File: src/rtl/writeback_unit.sv
// rtl/writeback_unit.sv - RV32I result writeback into the register-file write port
// Optional macro WB_FWD_EN adds the fwd_valid/fwd_addr/fwd_data bypass outputs.
module writeback_unit #(
    parameter int XLEN       = 32,
    parameter int REG_ADDR_W = 5
) (
    input  logic                  clk,
    input  logic                  rst,
    input  logic                  in_valid,
    output logic                  in_ready,
    input  logic [3:0]            instr_type,
    input  logic                  is_load,
    input  logic                  is_jalr,
    input  logic                  is_auipc,
    input  logic [2:0]            funct3,
    input  logic [1:0]            byte_off,
    input  logic [REG_ADDR_W-1:0] rd_addr,
    input  logic [XLEN-1:0]       alu_result,
    input  logic [XLEN-1:0]       pc,
    input  logic [XLEN-1:0]       imm,
    input  logic                  mem_rvalid,
    input  logic [XLEN-1:0]       mem_rdata,
    output logic                  rd_we,
    output logic [REG_ADDR_W-1:0] rd_waddr,
    output logic [XLEN-1:0]       rd_wdata,
    output logic                  wb_busy
`ifdef WB_FWD_EN
    ,
    output logic                  fwd_valid,
    output logic [REG_ADDR_W-1:0] fwd_addr,
    output logic [XLEN-1:0]       fwd_data
`endif
);

    localparam logic [3:0] T_R = 4'd0;
    localparam logic [3:0] T_I = 4'd1;
    localparam logic [3:0] T_U = 4'd4;
    localparam logic [3:0] T_J = 4'd5;

    typedef enum logic [1:0] {
        IDLE     = 2'd0,
        WAIT_MEM = 2'd1,
        WRITE    = 2'd2
    } state_t;

    state_t state, state_nxt;

    logic [REG_ADDR_W-1:0] lat_rd;
    logic [2:0]            lat_f3;
    logic [1:0]            lat_off;

    logic            load_req;
    logic            sel_we;
    logic [XLEN-1:0] sel_val;
    logic [XLEN-1:0] load_val;
    logic [7:0]      byte_lane;
    logic [15:0]     half_lane;

    assign load_req = (instr_type == T_I) && is_load;

    // Destination value for non-load instructions; S, B, N and unknown codes never write.
    always_comb begin
        sel_we  = 1'b0;
        sel_val = alu_result;
        case (instr_type)
            T_R: sel_we = 1'b1;
            T_I: begin
                sel_we  = 1'b1;
                sel_val = is_jalr ? pc + XLEN'(4) : alu_result;
            end
            T_U: begin
                sel_we  = 1'b1;
                sel_val = is_auipc ? pc + imm : imm;
            end
            T_J: begin
                sel_we  = 1'b1;
                sel_val = pc + XLEN'(4);
            end
            default: sel_we = 1'b0;
        endcase
    end

    always_comb begin
        byte_lane = mem_rdata[{lat_off, 3'b000} +: 8];
        half_lane = mem_rdata[{lat_off[1], 4'b0000} +: 16];
        case (lat_f3)
            3'b000:  load_val = {{(XLEN-8){byte_lane[7]}}, byte_lane};
            3'b001:  load_val = {{(XLEN-16){half_lane[15]}}, half_lane};
            3'b010:  load_val = mem_rdata;
            3'b100:  load_val = {{(XLEN-8){1'b0}}, byte_lane};
            3'b101:  load_val = {{(XLEN-16){1'b0}}, half_lane};
            default: load_val = '0;
        endcase
    end

    always_ff @(posedge clk or posedge rst) begin
        if (rst) begin
            state <= IDLE;
        end else begin
            state <= state_nxt;
        end
    end

    always_comb begin
        state_nxt = state;
        in_ready  = 1'b0;
        wb_busy   = 1'b0;
        case (state)
            IDLE: begin
                in_ready = 1'b1;
                if (in_valid) begin
                    state_nxt = load_req ? WAIT_MEM : WRITE;
                end
            end
            WAIT_MEM: begin
                wb_busy = 1'b1;
                if (mem_rvalid) begin
                    state_nxt = WRITE;
                end
            end
            WRITE: begin
                wb_busy   = 1'b1;
                state_nxt = IDLE;
            end
            default: state_nxt = IDLE;
        endcase
    end

    // The write port is loaded on the edge that enters WRITE, so rd_we covers exactly the WRITE cycle.
    always_ff @(posedge clk or posedge rst) begin
        if (rst) begin
            rd_we    <= 1'b0;
            rd_waddr <= '0;
            rd_wdata <= '0;
            lat_rd   <= '0;
            lat_f3   <= '0;
            lat_off  <= '0;
        end else begin
            rd_we <= 1'b0;
            case (state)
                IDLE: begin
                    if (in_valid) begin
                        if (load_req) begin
                            lat_rd  <= rd_addr;
                            lat_f3  <= funct3;
                            lat_off <= byte_off;
                        end else if (sel_we && (rd_addr != '0)) begin
                            rd_we    <= 1'b1;
                            rd_waddr <= rd_addr;
                            rd_wdata <= sel_val;
                        end
                    end
                end
                WAIT_MEM: begin
                    if (mem_rvalid && (lat_rd != '0)) begin
                        rd_we    <= 1'b1;
                        rd_waddr <= lat_rd;
                        rd_wdata <= load_val;
                    end
                end
                default: ;
            endcase
        end
    end

`ifdef WB_FWD_EN
    assign fwd_valid = rd_we && (rd_waddr != '0);
    assign fwd_addr  = fwd_valid ? rd_waddr : '0;
    assign fwd_data  = fwd_valid ? rd_wdata : '0;
`endif

endmodule

File: config.mk
export PLATFORM = sky130hd
export DESIGN_NAME = writeback_unit
export DESIGN_NICKNAME = d
export VERILOG_FILES = /design/src/rtl/writeback_unit.sv
export SDC_FILE = /design/constraint.sdc
export NUM_CORES = 1
export LEC_CHECK = 0
export ABC_AREA = 1
export CAP_MARGIN = 20
export CORE_MARGIN = 2
export CORE_UTILIZATION = 45
export DETAILED_ROUTE_END_ITERATION = 7
export GPL_TIMING_DRIVEN = 1
export PLACE_DENSITY = 0.75
export SLEW_MARGIN = 20
export SYNTH_ARGS = -nofsm -noshare
export SYNTH_HDL_FRONTEND = slang
export SYNTH_SLANG_ARGS = --single-unit
File: constraint.sdc
create_clock -name clk -period 2.62 [get_ports clk]
set_input_delay 0.393 -clock clk [delete_from_list [all_inputs] [get_ports clk]]
set_output_delay 0.393 -clock clk [all_outputs]
set_load 0.02 [all_outputs]
==> impl_metrics.ini <==
[logic_synthesis]
synth_edf_count = 0
synth.distinct_cells = 52
synthSimpleGateAreaFrac_pct = 43.9
synthTopCellsByCount = nand2_1, nor2_1, inv_1
synthFlopType = dfrtp_1
synth_xor_area_share_pct = 2.04
synth_nets = 1399
yosysSeqAreaShare_pct = 18.2
yosysMostFrequentCell = nand2_1
synthArstFlopShare_pct = 100
synth_top_area_cell = nand2_1
synth_top_family_by_area = simple AND/OR/NAND/NOR gates
yosysWarnings = 0
synth.area.top_cells = nand2_1, dfrtp_1, nor2_1, a21oi_1, inv_1
synth-adder-area-share_pct = 6.48
synth_mux_area_share_pct = 0.492
synth_compound_area_share_pct = 18.7
post_synth.cell_area_avg_um2 = 5.65
yosysTopAreaCellShare_pct = 18.8
synth_area_mm2 = 0.00687
netlist_instances = 1215
ys_seq_elements = 50

[worst_setup_path]
crit_arrival_ns = 2.60
path_cells = clkdlybuf4s50_1, ha_1, fa_1, nand3_1, nand2_2, nand2_1, nand3_1, nand3_1, nand2_1, xor2_1, o21ai_0, buf_4, nand2_1, nand2_1, a21oi_1
cpMostUsedCell = nand2_1
slowest_delay_ns = 0.43
crit_required_ns = 2.80
worst-path-buf-inv = 2
crit_path_top_delay_cell = clkdlybuf4s50_1
setup.worst_path.end_class = flop
critPathTopFamily = simple AND/OR/NAND/NOR gates
crit_fanout = 4
cp-start-kind = input port
worstSetupPathType = in -> reg

[route]
vias = 9151
ant_nets = 0
drc = 0
drt-pass1-iter-count = 6
drt_iter0_drc = 801
drt-vias-per-instance = 5.43
routed_wl_um = 28000
routedWlPerCell_um = 16.6

[run]
maxCapViolCount = 0

[global_routing]
grt_pass1_wl_um = 43000
grt_pass1_vias = 8544
grt_max_degree = 49
gr-total-overflow = 0
antenna_found_initial = 0
grt_usage_pct = 33.5

[final_layout]
fin_util_pct = 66.2
drive_gt1_share_pct = 12.3
antenna_cells = 0
syn_to_final_growth_pct = 44.9
layout.nets = 1681

[clock_network]
cts.clk_slew.worst_paths_ns = 0.07
clock_sinks = 50
cts_htree_levels = 2
clock_path_buffers = 2
cts-resized-gates = 0
clock_latency_ns = 0.31
postCtsSetupRepairBufs = 0
tritoncts.num_buffers = 5
hold_buffers = 0
clock-root-buffer = clkbuf_16
cts_tree = yes

[floorplanning]
die_w_um = 128
initial_utilization_pct = 45.7
dieArea_mm2 = 0.0163
design.core.area_mm2 = 0.0150
pin_count = 189
row_count = 45
die_y_um = 128

[timing]
tns_ns = 0
fin_skew_ns = 0.0139
setup_viol = 0
fmax_ghz = 0.414
slew-limit-headroom_pct = 42.1
finalMaxSlewViolations = 0
hold_viol = 0
period_share_pct = 92.2
worst_pin_slew_ns = 0.866
fin_hold_ws_ns = 0.421
period_minus_slack_ns = 2.42
setup_slack_ns = 0.203
rsz0062_at_grt = no

[pwr]
combPwrFrac_pct = 63.3
cellInternalPower_w = 0.00303
swShare_pct = 45.3
power_switching_w = 0.00251
ir_drop_uv = 408
fin_total_pwr_w = 0.00553
p_seq_share_pct = 24.2
p_per_area_mw_per_mm2 = 556
leakagePower_nw = 4.93
clockPowerShare_pct = 12.5

[worst_hold_path]
hp-class = in -> async

[placement]
io_buffers = 188
hpwl_um = 23200
gp_congestion = 0.952
place_worst_setup_slack_ns = -0.173

[run_status]
status = finished, final reports clean
-- cell families (layout without fill, tap and decap cells) --
| group | Yosys count | in the layout |
|---|---|---|
| simple gates | 717 | 717 |
| compound gates | 220 | 220 |
| flops | 50 | 50 |
| fa+ha+maj | 35 | 35 |
| xor+xnor | 16 | 16 |
| mux | 3 | 3 |
| buf+inv | 174 | 457 |
-- path summary, 6_finish.rpt --
check,from,to,slack (ns),cells after the start
max reg2reg,lat_off[1]$_DFFE_PP0P_,rd_wdata[27]$_DFFE_PP0P_,0.51,7
min,rst,rd_waddr[0]$_DFFE_PP0P_,0.42,2
min in group clk,rd_wdata[29]$_DFFE_PP0P_,rd_wdata[29]$_DFFE_PP0P_,0.53,2
min reg2reg,rd_wdata[29]$_DFFE_PP0P_,rd_wdata[29]$_DFFE_PP0P_,0.53,2
max,pc[0],rd_wdata[16]$_DFFE_PP0P_,0.20,15
max in group asynchronous,rst,rd_waddr[3]$_DFFE_PP0P_,1.65,3
-- state kept, by name (all words and copies together) (netlist names) --
register and count:
rd_we 1, rd_wdata 32, lat_off 2, lat_rd 5, state 2, lat_f3 3
rd_waddr 5
-- area by class of cell --
cell class / count / area (um^2)
repair buffers: 312 / 2850
clock inverters: 3 / 22.5
fillers: 1478 / 5080
inverters: 137 / 514
clock buffers: 5 / 125
multi-input cells: 991 / 4950
flip-flops and latches: 50 / 1250
well taps: 188 / 235
-- layer usage --
layer	track usage [%]	part of all wire, %
met5	0	0
met2	52.8	44
met3	4.52	7.2
met4	13.0	3.9
met1	46.6	45
-- through the flow --
| stage | instances | area, um^2 |
|---|---|---|
| 6_report | 1686 | 9950 |
| 3_3_place_gp | 1678 | 9770 |
| 2_1_floorplan | 1215 | 6870 |
| 5_1_grt | 1686 | 9950 |
| 4_1_cts | 1686 | 9920 |
| 3_5_place_dp | 1678 | 9770 |
-- placed cells by master (no fill, tap or decap), drive strengths merged, types with 12 or more instances in the layout --
| cell | instances |
|---|---|
| a21oi | 121 |
| buf | 124 |
| clkdlybuf4s50 | 187 |
| dfrtp | 50 |
| ha | 34 |
| inv | 137 |
| nand2 | 354 |
| nand3 | 83 |
| nand4 | 12 |
| nor2 | 237 |
| nor3 | 19 |
| o21ai | 50 |
| xor2 | 14 |
-- power groups by stage --
stage	Combinational [W]	Clock, W	Sequential, W
finish	0.00350	0.000691	0.00134
detailed placement	0.00347	0	0.00135
floorplan	0.00157	0	0.00165
global route	0.00379	0.000724	0.00137
CTS	0.00348	0.000693	0.00133
global placement	0.00343	0	0.00132
(Power assumes the default switching activity.)
